`config.mk`:
```
export PLATFORM = sky130hd
export DESIGN_NAME = tug_of_war_core_flat
export DESIGN_NICKNAME = d
export VERILOG_FILES = /design/src/rtl/tug_of_war_core_pkg.sv /design/src/rtl/tug_of_war_core_if.sv /design/src/rtl/tug_of_war_core_score_counter.sv /design/src/rtl/tug_of_war_core.sv /design/src/flat_wrapper.sv
export SDC_FILE = /design/constraint.sdc
export NUM_CORES = 1
export LEC_CHECK = 0
export CELL_PAD_IN_SITES_DETAIL_PLACEMENT = 0
export CELL_PAD_IN_SITES_GLOBAL_PLACEMENT = 1
export CORE_AREA = 2 2 86 88
export CTS_CLUSTER_SIZE = 16
export DETAILED_ROUTE_END_ITERATION = 6
export DIE_AREA = 0 0 88 90
export GPL_TIMING_DRIVEN = 0
export PLACE_DENSITY = 0.56
export REMOVE_ABC_BUFFERS = 1
export SYNTH_ARGS = -nofsm -noshare
export SYNTH_HDL_FRONTEND = slang
export SYNTH_SLANG_ARGS = --single-unit
```
`constraint.sdc`:
```
create_clock -name clk -period 7 [get_ports clk]
set_input_delay 0.7 -clock clk [delete_from_list [all_inputs] [get_ports clk]]
set_output_delay 0.7 -clock clk [all_outputs]
set_load 0.02 [all_outputs]
```
`src/rtl/tug_of_war_core_pkg.sv`:
```
// Shared types for the tug-of-war game core.
//   winner_t   : 2-bit round/match winner code (NONE, LEFT, RIGHT)
//   state_t    : game FSM state, also exported on the debug state output
//   center_idx : index of the centre light of an n-light (odd n) strip
package tug_pkg;

  typedef enum logic [1:0] {
    WIN_NONE  = 2'd0,
    WIN_LEFT  = 2'd1,
    WIN_RIGHT = 2'd2
  } winner_t;

  typedef enum logic [1:0] {
    PLAY       = 2'd0,
    ROUND_WON  = 2'd1,
    MATCH_OVER = 2'd2
  } state_t;

  function automatic int center_idx(input int n);
    return (n - 1) / 2;
  endfunction

endpackage

```
`src/rtl/tug_of_war_core_if.sv`:
```
// Bundle between the game core and the board top level.
//   master : drives press_l / press_r / new_match pulses, observes the outputs
//   slave  : the game core
// Handshake: press_l, press_r and new_match are single-cycle pulses with no
// back-pressure; every high cycle is one event, sampled on the rising clk edge.
// state is a debug view of the game FSM.
interface tug_of_war_core_if #(
  parameter int NUM_LIGHTS = 9,
  parameter int SCORE_W    = 3
);
  import tug_pkg::*;

  logic                  press_l;
  logic                  press_r;
  logic                  new_match;
  logic [NUM_LIGHTS-1:0] leds;
  logic [SCORE_W-1:0]    score_l;
  logic [SCORE_W-1:0]    score_r;
  winner_t               round_winner;
  winner_t               match_winner;
  logic                  playing;
  state_t                state;

  modport master (
    output press_l, press_r, new_match,
    input  leds, score_l, score_r, round_winner, match_winner, playing, state
  );

  modport slave (
    input  press_l, press_r, new_match,
    output leds, score_l, score_r, round_winner, match_winner, playing, state
  );

endinterface

```
`src/rtl/tug_of_war_core_score_counter.sv`:
```
// Round-win counter for one player.
//   clk, reset (async, active low), clear (sync zero), inc (count one win)
//   count  : registered number of round wins, saturating at all-ones
//   at_win : high when this cycle's increment lands exactly on WIN_SCORE
module score_counter #(
  parameter int SCORE_W   = 3,
  parameter int WIN_SCORE = 7
) (
  input  logic               clk,
  input  logic               reset,
  input  logic               clear,
  input  logic               inc,
  output logic [SCORE_W-1:0] count,
  output logic               at_win
);

  localparam logic [SCORE_W-1:0] MAX_COUNT = '1;
  localparam logic [SCORE_W:0]   WIN_EXT   = (SCORE_W+1)'(WIN_SCORE);

  logic [SCORE_W-1:0] count_q, count_d;

  always_comb begin
    count_d = count_q;
    if (clear) begin
      count_d = '0;
    end else if (inc && (count_q != MAX_COUNT)) begin
      count_d = count_q + 1'b1;
    end
  end

  always_ff @(posedge clk or negedge reset) begin
    if (!reset) count_q <= '0;
    else        count_q <= count_d;
  end

  assign count = count_q;
  // One extra bit so the sum cannot wrap onto WIN_SCORE.
  assign at_win = (({1'b0, count_q} + {{SCORE_W{1'b0}}, inc}) == WIN_EXT);

endmodule

```
`src/rtl/tug_of_war_core.sv`:
```
// Tug-of-war game core: light position, per-player round scores, match FSM.
//   clk   : system clock
//   reset : asynchronous active-low reset
//   bus   : slave side of tug_of_war_core_if (press pulses in; leds, scores,
//           winner codes, playing and debug state out, all registered)
module tug_of_war_core
  import tug_pkg::*;
#(
  parameter int NUM_LIGHTS  = 9,
  parameter int SCORE_W     = 3,
  parameter int WIN_SCORE   = 7,
  parameter int HOLD_CYCLES = 4
) (
  input logic               clk,
  input logic               reset,
  tug_of_war_core_if.slave  bus
);

  localparam int POS_W  = $clog2(NUM_LIGHTS);
  localparam int HOLD_W = (HOLD_CYCLES > 1) ? $clog2(HOLD_CYCLES) : 1;

  localparam logic [POS_W-1:0]      POS_CENTER = POS_W'(center_idx(NUM_LIGHTS));
  localparam logic [POS_W-1:0]      POS_LAST   = POS_W'(NUM_LIGHTS - 1);
  localparam logic [HOLD_W-1:0]     HOLD_LOAD  = HOLD_W'(HOLD_CYCLES - 1);
  localparam logic [NUM_LIGHTS-1:0] LED_ONE    = {{(NUM_LIGHTS-1){1'b0}}, 1'b1};
  localparam logic [NUM_LIGHTS-1:0] LED_CENTER = LED_ONE << POS_CENTER;

  state_t                state_q, state_d;
  logic [POS_W-1:0]      pos_q, pos_d;
  logic [NUM_LIGHTS-1:0] leds_q, leds_d;
  winner_t               rw_q, rw_d;
  winner_t               mw_q, mw_d;
  logic [HOLD_W-1:0]     hold_q, hold_d;
  logic                  playing_q, playing_d;

  logic win_l, win_r, clear;
  logic at_win_l, at_win_r;

  always_comb begin
    state_d = state_q;
    pos_d   = pos_q;
    rw_d    = rw_q;
    mw_d    = mw_q;
    hold_d  = hold_q;
    win_l   = 1'b0;
    win_r   = 1'b0;
    clear   = 1'b0;

    if (bus.new_match) begin
      clear   = 1'b1;
      state_d = PLAY;
      pos_d   = POS_CENTER;
      rw_d    = WIN_NONE;
      mw_d    = WIN_NONE;
      hold_d  = '0;
    end else begin
      case (state_q)
        PLAY: begin
          // A simultaneous pull from both sides cancels out.
          if (bus.press_l && !bus.press_r) begin
            if (pos_q == POS_LAST) win_l = 1'b1;
            else                   pos_d = pos_q + 1'b1;
          end else if (bus.press_r && !bus.press_l) begin
            if (pos_q == '0) win_r = 1'b1;
            else             pos_d = pos_q - 1'b1;
          end
          if (win_l || win_r) begin
            rw_d = win_l ? WIN_LEFT : WIN_RIGHT;
            if ((win_l && at_win_l) || (win_r && at_win_r)) begin
              state_d = MATCH_OVER;
              mw_d    = win_l ? WIN_LEFT : WIN_RIGHT;
            end else begin
              state_d = ROUND_WON;
              hold_d  = HOLD_LOAD;
            end
          end
        end
        ROUND_WON: begin
          // Load value HOLD_CYCLES-1 plus the exit cycle gives HOLD_CYCLES cycles.
          if (hold_q == '0) begin
            state_d = PLAY;
            pos_d   = POS_CENTER;
            rw_d    = WIN_NONE;
          end else begin
            hold_d = hold_q - 1'b1;
          end
        end
        MATCH_OVER: begin
          state_d = MATCH_OVER;
        end
        default: begin
          state_d = PLAY;
          pos_d   = POS_CENTER;
        end
      endcase
    end

    leds_d    = LED_ONE << pos_d;
    playing_d = (state_d == PLAY);
  end

  always_ff @(posedge clk or negedge reset) begin
    if (!reset) begin
      state_q   <= PLAY;
      pos_q     <= POS_CENTER;
      leds_q    <= LED_CENTER;
      rw_q      <= WIN_NONE;
      mw_q      <= WIN_NONE;
      hold_q    <= '0;
      playing_q <= 1'b1;
    end else begin
      state_q   <= state_d;
      pos_q     <= pos_d;
      leds_q    <= leds_d;
      rw_q      <= rw_d;
      mw_q      <= mw_d;
      hold_q    <= hold_d;
      playing_q <= playing_d;
    end
  end

  score_counter #(.SCORE_W(SCORE_W), .WIN_SCORE(WIN_SCORE)) u_score_l (
    .clk    (clk),
    .reset  (reset),
    .clear  (clear),
    .inc    (win_l),
    .count  (bus.score_l),
    .at_win (at_win_l)
  );

  score_counter #(.SCORE_W(SCORE_W), .WIN_SCORE(WIN_SCORE)) u_score_r (
    .clk    (clk),
    .reset  (reset),
    .clear  (clear),
    .inc    (win_r),
    .count  (bus.score_r),
    .at_win (at_win_r)
  );

  assign bus.leds         = leds_q;
  assign bus.round_winner = rw_q;
  assign bus.match_winner = mw_q;
  assign bus.playing      = playing_q;
  assign bus.state        = state_q;

endmodule

```
`src/flat_wrapper.sv`:
```
// flat-port wrapper written by rule: the top's interface ports become plain ports
module tug_of_war_core_flat import tug_pkg::*;
#(
  parameter int NUM_LIGHTS  = 9,
  parameter int SCORE_W     = 3,
  parameter int WIN_SCORE   = 7,
  parameter int HOLD_CYCLES = 4
)
  (clk, reset, bus_press_l, bus_press_r, bus_new_match, bus_leds, bus_score_l, bus_score_r, bus_round_winner, bus_match_winner, bus_playing, bus_state);
  tug_of_war_core_if #(.NUM_LIGHTS(NUM_LIGHTS), .SCORE_W(SCORE_W)) bus_i ();
  input logic clk;
  input logic reset;
  input wire logic [$bits(bus_i.press_l)-1:0] bus_press_l;
  input wire logic [$bits(bus_i.press_r)-1:0] bus_press_r;
  input wire logic [$bits(bus_i.new_match)-1:0] bus_new_match;
  output wire logic [$bits(bus_i.leds)-1:0] bus_leds;
  output wire logic [$bits(bus_i.score_l)-1:0] bus_score_l;
  output wire logic [$bits(bus_i.score_r)-1:0] bus_score_r;
  output wire logic [$bits(bus_i.round_winner)-1:0] bus_round_winner;
  output wire logic [$bits(bus_i.match_winner)-1:0] bus_match_winner;
  output wire logic [$bits(bus_i.playing)-1:0] bus_playing;
  output wire logic [$bits(bus_i.state)-1:0] bus_state;
  assign bus_i.press_l = bus_press_l;
  assign bus_i.press_r = bus_press_r;
  assign bus_i.new_match = bus_new_match;
  assign bus_leds = bus_i.leds;
  assign bus_score_l = bus_i.score_l;
  assign bus_score_r = bus_i.score_r;
  assign bus_round_winner = bus_i.round_winner;
  assign bus_match_winner = bus_i.match_winner;
  assign bus_playing = bus_i.playing;
  assign bus_state = bus_i.state;
  tug_of_war_core #(.NUM_LIGHTS(NUM_LIGHTS), .SCORE_W(SCORE_W), .WIN_SCORE(WIN_SCORE), .HOLD_CYCLES(HOLD_CYCLES)) u_core (.clk(clk), .reset(reset), .bus(bus_i));
endmodule
```
## After elaboration in Yosys (flattened, before gate mapping)

Cells that the tools add are included.

| word-level totals | value |
|---|---|
| register bits | 28 |
| input port bits | 5 |
| output and inout bits | 22 |
| logic and storage cells | 95 |

| cells by class | value |
|---|---|
| $add $sub $neg | 7 |
| eq/ne operators | 11 |
| shift operators | 1 |
| mux-type cells | 44 |
| reduce and logical (&&, ||, !) cells | 23 |

Operators by type and width:

| cell | number |
|---|---|
| $mux W2 | 16 |
| $mux W4 | 6 |
| $mux W1 | 14 |
| $mux W3 | 4 |
| $ne A3 B3 Y1 const B | 4 |
| $pmux W4 S3 | 1 |
| $reduce_bool A2 Y1 | 5 |
| $shl A1 B4 Y9 const A | 1 |
| $add A3 B1 Y4 | 2 |
| $eq A4 B3 Y1 const B | 2 |
| $pmux W2 S2 | 2 |
| $add A3 B1 Y3 const B | 2 |
| $logic_and A1 B1 Y1 | 6 |
| $logic_not A2 Y1 | 3 |
| $ne A3 B2 Y1 const B | 2 |
| $pmux W2 S3 | 1 |
| $reduce_and A3 Y1 | 2 |
| $add A4 B1 Y4 const B | 1 |
| $eq A4 B4 Y1 const B | 1 |
| $logic_not A4 Y1 | 1 |
| $reduce_and A4 Y1 | 1 |
| $sub A4 B1 Y4 const B | 1 |
| $reduce_bool A3 Y1 | 1 |
| $eq A2 B1 Y1 const B | 1 |
| 4 further kinds | 6 |

## Longest topological paths before layout

Gate-level depths: netlist of run 1.

| depth | value |
|---|---|
| depth after elaboration | 17 |
| depth in mapped cells | 12 |
| depth with buffers taken out | 12 |

## By module

From an unflattened synthesis of run 1, not the netlist that was laid out.

| unflattened totals | value |
|---|---|
| cells, all modules | 175 |
| area total of the unflattened synthesis | 1766.7 µm² |

Modules (own cells, without submodules):

| module | times used | cells an instance | area an instance (µm²) | seq. area each (µm²) |
|---|---|---|---|---|
| tug_of_war_core | 1 | 137 | 1356.3 | 554.3 |
| score_counter | 2 | 19 | 205.2 | 75.1 |

## Worst setup path after synthesis of run 1

OpenSTA, ideal clock, no wires.

| timing path | value |
|---|---|
| path kind | input -> register |
| from | input port bus_press_l |
| to | register u_core.mw_q[1], in the netlist u_core.bus.match_winner[1] |
| setup time | 0.120 ns |
| arrival time | 2.648 ns |
| required time | 6.880 ns |
| setup slack | 4.232 ns |
| cell stages on the path | 10 |
| path buffers | 1 |
| path through | buf_6 -> or3b_4 -> nor3_1 -> ha_1 -> ha_1 -> nand2_1 -> or3_1 -> o32a_2 -> or3_1 -> o211a_1 |

| on the way | value |
|---|---|
| cells in the longest elaborated chain, start to end | 14 |
| elaborated cells on any way between the ends | 30 |
| those cells by class | add/sub (2); eq/ne (2); mux (16); reduce/logical (10) |

RTL lines:

| what | RTL line | text |
|---|---|---|
| from (decl) | flat_wrapper.sv:13 | `input wire logic [$bits(bus_i.press_l)-1:0] bus_press_l;` |
| $logic_not A1 Y1 | tug_of_war_core.sv:63 | `end else if (bus.press_r && !bus.press_l) begin` |
| $logic_and A1 B1 Y1 | tug_of_war_core.sv:63 |  |
| $mux W1 | tug_of_war_core.sv:63 |  |
| $mux W1 | tug_of_war_core.sv:60 | `if (bus.press_l && !bus.press_r) begin` |
| $mux W1 | tug_of_war_core.sv:57 | `case (state_q)` |
| $mux W1 | tug_of_war_core.sv:49 | `if (bus.new_match) begin` |
| $mux W1 | tug_of_war_core.sv:57 |  |
| $mux W1 | tug_of_war_core.sv:49 |  |
| $add A3 B1 Y4 | tug_of_war_core_score_counter.sv:38 | `assign at_win = (({1'b0, count_q} + {{SCORE_W{1'b0}}, inc}) == WIN_EXT);` |
| $eq A4 B3 Y1 | tug_of_war_core_score_counter.sv:38 |  |
| $logic_and A1 B1 Y1 | tug_of_war_core.sv:69 | `if ((win_l && at_win_l) \|\| (win_r && at_win_r)) begin` |
| $logic_or A1 B1 Y1 | tug_of_war_core.sv:69 |  |
| $reduce_bool A2 Y1 (no source line) | -- |  |
| $reduce_and A3 Y1 (no source line) | -- |  |
| to (signal assigned) | tug_of_war_core.sv:116 | `mw_q <= mw_d;` |
| to (decl) | tug_of_war_core.sv:32 | `winner_t mw_q, mw_d;` |

Several ways; a longest one is shown, not always the timed one. The select of a mux whose other input is x is not followed.
A chain may end at the register's enable or synchronous reset.

## Worst setup path after layout of run 1

| timing path | value |
|---|---|
| from | input port bus_new_match |
| to | register u_core.mw_q[1], in the netlist u_core.bus.match_winner[1] |

| on the way | value |
|---|---|
| cells in the longest elaborated chain, start to end | 7 |
| elaborated cells on any way between the ends | 14 |
| those cells by class | add/sub (2); eq/ne (2); mux (3); reduce/logical (7) |

RTL lines:

| what | RTL line | text |
|---|---|---|
| from (decl) | flat_wrapper.sv:15 | `input wire logic [$bits(bus_i.new_match)-1:0] bus_new_match;` |
| $mux W1 | tug_of_war_core.sv:49 |  |
| $add A3 B1 Y4 | tug_of_war_core_score_counter.sv:38 |  |
| $eq A4 B3 Y1 | tug_of_war_core_score_counter.sv:38 |  |
| $logic_and A1 B1 Y1 | tug_of_war_core.sv:69 |  |
| $logic_or A1 B1 Y1 | tug_of_war_core.sv:69 |  |
| $reduce_bool A2 Y1 (no source line) | -- |  |
| $reduce_and A3 Y1 (no source line) | -- |  |

Several ways; a longest one is shown, not always the timed one.

==> results of run 1 <==
-- through the flow --
step           hold WS, ns  cell area [um2]
2_1_floorplan        0.404             1640
3_3_place_gp         0.501             2030
3_5_place_dp         0.519             2030
4_1_cts              0.530             2100
5_1_grt              0.489             2090
6_report             0.433             2090
-- sequential cells by signal, summed over array words and instances, names as in the netlist --
name	flops
u_core.hold_q	2
u_core.bus.playing	1
u_core.bus.match_winner	2
u_core.bus.round_winner	2
u_core.u_score_l.count	3
u_core.pos_q	4
u_core.bus.state	2
u_core.bus.leds	9
u_core.u_score_r.count	3
-- cell usage in the layout (no fill, tap or decap), drive strengths merged, types with 2 or more instances in the layout --
cell type / n
clkdlybuf4s50: 25
dfrtp: 25
nand2: 22
o21ai: 13
nor2: 12
ha: 12
a21oi: 10
inv: 10
nor2b: 6
nor3: 6
mux2i: 5
nand2b: 3
nor4b: 3
clkbuf: 3
dfstp: 3
a211oi: 3
a221oi: 2
o21a: 2
and3: 2
xor2: 2
nand4: 2
nand3: 2
or3: 2
nor4: 2
or3b: 2
o31ai: 2
-- final cells by class --
class	count	area, um2
Clock buffer	3	41.3
Sequential cell	28	704
Multi-Input combinational cell	133	900
Tap cell	99	124
Fill cell	761	4930
Timing Repair Buffer	26	255
Clock inverter	1	30.0
Inverter	10	37.5
-- worst min path at each step --
stage                      from                   endpoint  slack (ns)  cells past startpoint
3_5_place_dp   u_core.hold_q[0]           u_core.hold_q[0]        0.52                      3
2_1_floorplan             reset         u_core.bus.leds[0]        0.40                      0
5_1_grt                   reset  u_core.u_score_l.count[0]        0.49                      1
3_3_place_gp   u_core.hold_q[0]           u_core.hold_q[0]        0.50                      3
6_report                  reset  u_core.u_score_l.count[0]        0.43                      1
4_1_cts        u_core.hold_q[0]           u_core.hold_q[0]        0.53                      3
-- kinds of logic (layout without fill, tap and decap cells) --
| group | after synthesis | after routing | synth area share [%] |
|---|---|---|---|
| AOI/OAI and AO/OA | 41 | 41 | 16.9 |
| xor gates and xnor gates | 2 | 2 | 1.04 |
| adders and majority gates | 12 | 12 | 8.91 |
| buffers and inverters | 18 | 40 | 4.83 |
| DFF | 28 | 28 | 41.8 |
| muxes | 5 | 5 | 2.97 |
| and+or+nand+nor | 73 | 73 | 23.6 |
-- where the power goes --
| part | total [mW] | switching, mW | leakage (nW) | internal (mW) |
|---|---|---|---|---|
| clock network | 0.130 | 0.0537 | 0.0357 | 0.0767 |
| registers | 0.179 | 0.00870 | 0.377 | 0.170 |
| logic | 0.0696 | 0.0411 | 0.475 | 0.0286 |
-- layer usage --
metal  vias to the layer above  global-route usage, %
met2                        14                   16.5
met4                         0                   3.85
met3                         5                   1.19
met5                         -                      0
met1                       662                   15.6
li1                        688                      -
==> results.md, run 1 <==
* Clk buf depth at 2
* Required time of the critical path at 7.18 ns
* Overall power at 0.379 mW
* Vias per cell at 4.56
* Sequential element share of the synthesized area at 41.8%
* Avg WL per Cell at 13.5 um
* Clk sinks at 28
* Placer Congestion at 0.717
* Outcome: finished clean
* Met3 WL post-DR at 71 um
* Routed WL at 4050 um
* DRC at 0
* Power Density at 181 nW/um2
* Die width at 88 um
* Post-synth top area share at 37.1%
* H-tree depth at 1
* IO Count at 27
* Worst R2R Path Depth at 12
* Yosys cell types at 50
* Worst Path Buf+Inv at 2
* Reg2reg start: u_core.pos_q[0]
* Synth area leaders: dfrtp_1 37%, ha_1 8.9%, nand2_1 4.9%
* Slew Viols, Final at 0
* Initial Util at 24.0%
* Crit path capture type: register
* VDD IR max at 0.0646 mV
* Largest net degree at the start of global routing at 29
* Delay-heaviest family, CP: buffers and inverters
* Final WS setup at 3.61 ns
* Nets at 219
* Die ar. at 7920 um2
* Min-delay worst type: input pin to async pin
* Max incr delay on CP at 0.74 ns
* Ys async rst share at 100%
* FF-to-FF End: u_core.bus.match_winner[1]
* Fin. Hold Viols at 0
* RSZ-0062 raised after global routing: no
* Synthesized area at 1690 um2
* Number of cells on the critical path at 11
* CTS tree: built
* Ys Warns at 0
* Avg Synthesized Cell Area at 9.42 um2
* Hold Buf Count CTS at 0
* Setup Skew at 0.00174 ns
* Rows at 31
* Final worst path period share at 48.4%
* Synthesized flop and latch total at 28
* DR pass1 iterations at 4
* Max cap viols at 0
* Core box area at 7020 um2
* CP max stage cell: clkdlybuf4s50_1
* Share of cells above drive strength 1 at 7.96%
* PostCTS Resize Cnt at 0
* R2r setup slk at 4.04 ns
* Worst-path cell chain: clkdlybuf4s50_1 > inv_1 > nand2_1 > nor3_1 > ha_1 > ha_1 > nand2_1 > or3_1 > o32a_2 > or3_1 > o211a_1
* Routed vias at 1369
* Vias in the first global route at 1297
* Post-route minimum period at 3.39 ns
* Slew @ Worst Pin at 0.865 ns
* Top routing layer used: met4
* Non-Filler Instances at 300
* GRT Residual Overflow at 0
* Area grow syn2layout at 24.1%
* Critical path origin: bus_new_match
* DP HPWL at 2920 um
* Startpoint class of the critical path: input pin
* # placed instances at 296
* Input/output buffers at 26
* Wl on met1 at 2050 um
* Max frequency at 295 MHz
* Place WS at 3.28 ns
* Critical path arrival at 3.57 ns
* Number of CTS-inserted buffers at 3
* # Post-CTS Setup Buffers at 0
* Initial DRC Count at 61
* Setup TNS at 0 ns
* Met2 WL at 1870 um
* First-pass GRT wire length at 6760 um
* Initial antenna violation count at 0
* Final setup viols at 0
* P_leak at 0.887 nW
* Reg clk slew, reported paths at 0.10 ns
* Crit Path Category: input pin to register
* Worst setup endpoint: u_core.bus.match_winner[1]
* Synth area leader: dfrtp_1
* Total GRT Usage at 10.8%
* Synth top cells by count: 25 x dfrtp_1, 22 x nand2_1, 13 x o21ai_0, 12 x ha_1, 12 x nor2_1
* Final core occ at 29.8%
* Primary FF master, synth: dfrtp_1
* Post-Synthesis Cells at 179
* Clk_lat worst skew at 0.28 ns
* Rel. slew slack at 42.2%
* Vert. Die Dim at 90 um
* Inserted Diodes at 0
* ANT nets after route at 0
* Post-synth EDFFs at 0
* Clock Tree Root: clkbuf_8
* CP max FO at 11
* Most frequent cell after synthesis: dfrtp_1
Note: power is estimated with default switching activity, not from simulation.
==> run 2, diff against run 1 <==
==> constraint.sdc (replaced) <==
create_clock -name clk -period 3.34 [get_ports clk]
set_input_delay 0.334 -clock clk [delete_from_list [all_inputs] [get_ports clk]]
set_output_delay 0.334 -clock clk [all_outputs]
set_load 0.02 [all_outputs]
==> results of run 2 <==
Same layout as run 1 (identical final DEF). Status: finished clean.
Among the figures that moved: setup slack after placement 3.28 ns -> -0.0169 ns; setup slack after layout 3.61 ns -> 0.316 ns; hold slack 0.433 ns -> 0.0668 ns; register-to-register setup slack 4.04 ns -> 0.38 ns; total power 0.379 mW -> 0.794 mW; worst IR drop on VDD 0.0646 mV -> 0.135 mV
==> run 3, diff against run 2 <==
--- a/config.mk
+++ b/config.mk
@@ -5,6 +5,7 @@
 export SDC_FILE = /design/constraint.sdc
 export NUM_CORES = 1
 export LEC_CHECK = 0
+export ABC_AREA = 1
 export CELL_PAD_IN_SITES_DETAIL_PLACEMENT = 0
 export CELL_PAD_IN_SITES_GLOBAL_PLACEMENT = 1
 export CORE_AREA = 2 2 86 88
@@ -12,7 +13,7 @@
 export DETAILED_ROUTE_END_ITERATION = 6
 export DIE_AREA = 0 0 88 90
 export GPL_TIMING_DRIVEN = 0
-export PLACE_DENSITY = 0.56
+export PLACE_DENSITY = 0.58
 export REMOVE_ABC_BUFFERS = 1
 export SYNTH_ARGS = -nofsm -noshare
 export SYNTH_HDL_FRONTEND = slang
==> results.md, run 3 <==
* Outcome: finished clean
* Max incr delay on CP at 0.61 ns
* Nets at 263
* VDD IR max at 0.139 mV
* Share of cells above drive strength 1 at 11.0%
* CP max stage cell: clkdlybuf4s50_1
* Setup Skew at 0.00197 ns
* Most frequent cell after synthesis: nand2_1
* Reg clk slew, reported paths at 0.10 ns
* Yosys cell types at 30
* Setup TNS at 0 ns
* Largest net degree at the start of global routing at 29
* Worst R2R Path Depth at 14
* Met1 usage at 15.2%
* H-tree depth at 1
* Ys Warns at 0
* Post-route minimum period at 2.52 ns
* Reg2reg start: u_core.pos_q[0]
* Crit Path Category: input pin to register
* Post-Synthesis Cells at 218
* Most Crowded Layer GR: met1
* CTS tree: built
* Ys async rst share at 100%
* Initial Util at 24.1%
* Commonest non-fill, non-tap cell in the layout: nand2_1
* Final WS setup at 0.824 ns
* Avg Synthesized Cell Area at 7.78 um2
* Inserted Diodes at 0
* Initial DRC Count at 46
* CP most frequent cell: nand2_1
* Crit path capture type: register
* Input/output buffers at 26
* Area grow syn2layout at 25.7%
* Die width at 88 um
* Critical path origin: bus_press_r
* Number of CTS-inserted buffers at 3
* Placer Congestion at 0.765
* Clk_lat worst skew at 0.27 ns
* ANT nets after route at 0
* # Post-CTS Setup Buffers at 0
* Max reg flops at 9
* Synthesized flop and latch total at 28
* Rows at 31
* Synth top cells by count: 56 x nand2_1, 26 x inv_1, 25 x dfrtp_1, 21 x nand3_1, 18 x nor2_1
* First-pass GRT wire length at 6550 um
* RSZ-0062 raised after global routing: no
* Synth area leader: dfrtp_1
* Critical path arrival at 2.69 ns
* PostCTS Resize Cnt at 0
* Initial antenna violation count at 0
* Vias per cell at 4.06
* Primary FF master, synth: dfrtp_1
* Most frequent cells in the layout: 56 x nand2_1, 26 x inv_1, 25 x clkdlybuf4s50_1, 25 x dfrtp_1, 21 x nand3_1
* Post-synth top area share at 36.9%
* Vert. Die Dim at 90 um
* Total GRT Usage at 10.3%
* R2r setup slk at 0.83 ns
* P_leak at 1.02 nW
* Routed vias at 1395
* DRC at 0
* Power Density at 380 nW/um2
* Synth area leaders: dfrtp_1 37%, nand2_1 12%, ha_1 8.9%
* Seq pwr share at 46.8%
* Clk sinks at 28
* Max frequency at 397 MHz
* Max cap viols at 0
* Worst-path cell chain: clkdlybuf4s50_1 > inv_2 > nor2_4 > nand3_2 > nor3_2 > ha_1 > ha_1 > nand2_1 > a21oi_1 > o211ai_1 > nand2_1 > nand2_1 > clkinv_1 > nand2_1 > nand2_1
* Vias in the first global route at 1400
* Sw frac at 28.1%
* CP max FO at 5
* Cell-internal power at 0.582 mW
* Final worst path period share at 75.3%
* Sequential element share of the synthesized area at 41.5%
* Fin. Hold Viols at 0
* Clock Tree Root: clkbuf_8
* Met2 usage at 15.2%
* Post-synth EDFFs at 0
* Avg WL per Cell at 10.8 um
* Rel. slew slack at 58.3%
* Clk buf depth at 2
* GR Util met3 at 1.74%
* P_sw at 0.227 mW
* Place WS at 0.510 ns
* Die ar. at 7920 um2
* Clock Power Share at 33.1%
* Final setup viols at 0
* Routed WL at 3700 um
* Required time of the critical path at 3.51 ns
* DR pass1 iterations at 4
* FF-to-FF End: u_core.bus.match_winner[1]
* Startpoint class of the critical path: input pin
* Hold Buf Count CTS at 0
* Slew @ Worst Pin at 0.626 ns
* Core box area at 7020 um2
* DP HPWL at 2890 um
* IO Count at 27
* Slew Viols, Final at 0
* Synthesized area at 1700 um2
* GRT Residual Overflow at 0
* Comb power frac at 20.1%
* Min-delay worst type: input pin to async pin
==> run 3: changes by cell type after synthesis, sizes merged, moves of 3 or more <==
cell / previous run / this run
mux2i: 5 / 2
clkbuf: 4 / 1
nor2b: 6 / 0
nand2: 22 / 57
nand2b: 3 / 0
nor4b: 3 / 0
inv: 10 / 33
nand3: 2 / 23
nor3: 6 / 3
nor2: 12 / 24
a211oi: 3 / 0
==> run 3: power groups by stage <==
stage	Clock [mW]	Sequential [mW]	Combinational (mW)
2_1_floorplan	0	0.397	0.0915
3_3_place_gp	0	0.386	0.166
3_5_place_dp	0	0.386	0.165
4_1_cts	0.282	0.379	0.166
5_1_grt	0.296	0.383	0.187
6_report	0.268	0.379	0.162
==> run 3: worst max-delay path by stage <==
stage | end | slack (ns) | depth (start not counted)
after detailed placement | u_core.bus.match_winner[1] | 0.51 | 15
after floorplan | u_core.bus.match_winner[0] | 1.18 | 13
after global routing | u_core.bus.match_winner[1] | 0.60 | 14
after CTS | u_core.bus.match_winner[1] | 0.78 | 14
final | u_core.bus.match_winner[1] | 0.82 | 15
after global placement | u_core.bus.match_winner[1] | 0.53 | 15
==> run 3: layout make-up <==
type / count / area, um2
fillers: 765 / 4890
inverters: 34 / 130
repair buffers: 26 / 255
clock buffers: 3 / 41.3
multi-input cells: 153 / 846
well taps: 99 / 124
clock inverters: 1 / 30.0
flip-flops and latches: 28 / 704
==> run 3: layer usage <==
metal	wire length, um	vias to the layer above	share of wire (%)
met5	0	-	0
met1	1920	623	52
met4	36	0	0.97
li1	-	757	-
met2	1640	13	44
met3	99	2	2.7
==> run 3: kinds of logic (layout without fill, tap and decap cells) <==
family | Yosys count | in the layout | share of synthesized area (%)
flops | 28 | 28 | 41.6
simple gates | 114 | 114 | 31.5
xor+xnor | 1 | 1 | 0.517
fa+ha+maj | 12 | 12 | 8.86
compound gates | 24 | 24 | 7.82
buf+inv | 37 | 64 | 8.56
mux | 2 | 2 | 1.18
==> run 3: worst max-delay path: cells and delay by family <==
kind	cells	cell delay, ns
simple gates	8	0.97
compound gates	2	0.13
buf+inv	3	0.78
fa+ha+maj	2	0.48
==> run 3: metrics by stage <==
stage | hold slack, ns | utilization [%] | area, um2 | instances | total power [mW]
global placement | 0.457 | 29.4 | 2060 | 340 | 0.552
detailed placement | 0.462 | 29.4 | 2060 | 340 | 0.551
CTS | 0.487 | 30.4 | 2140 | 344 | 0.828
global route | 0.125 | 30.4 | 2130 | 344 | 0.866
finish | 0.0622 | 30.4 | 2130 | 344 | 0.809
floorplan | 0.0384 | - | 1680 | 215 | 0.489
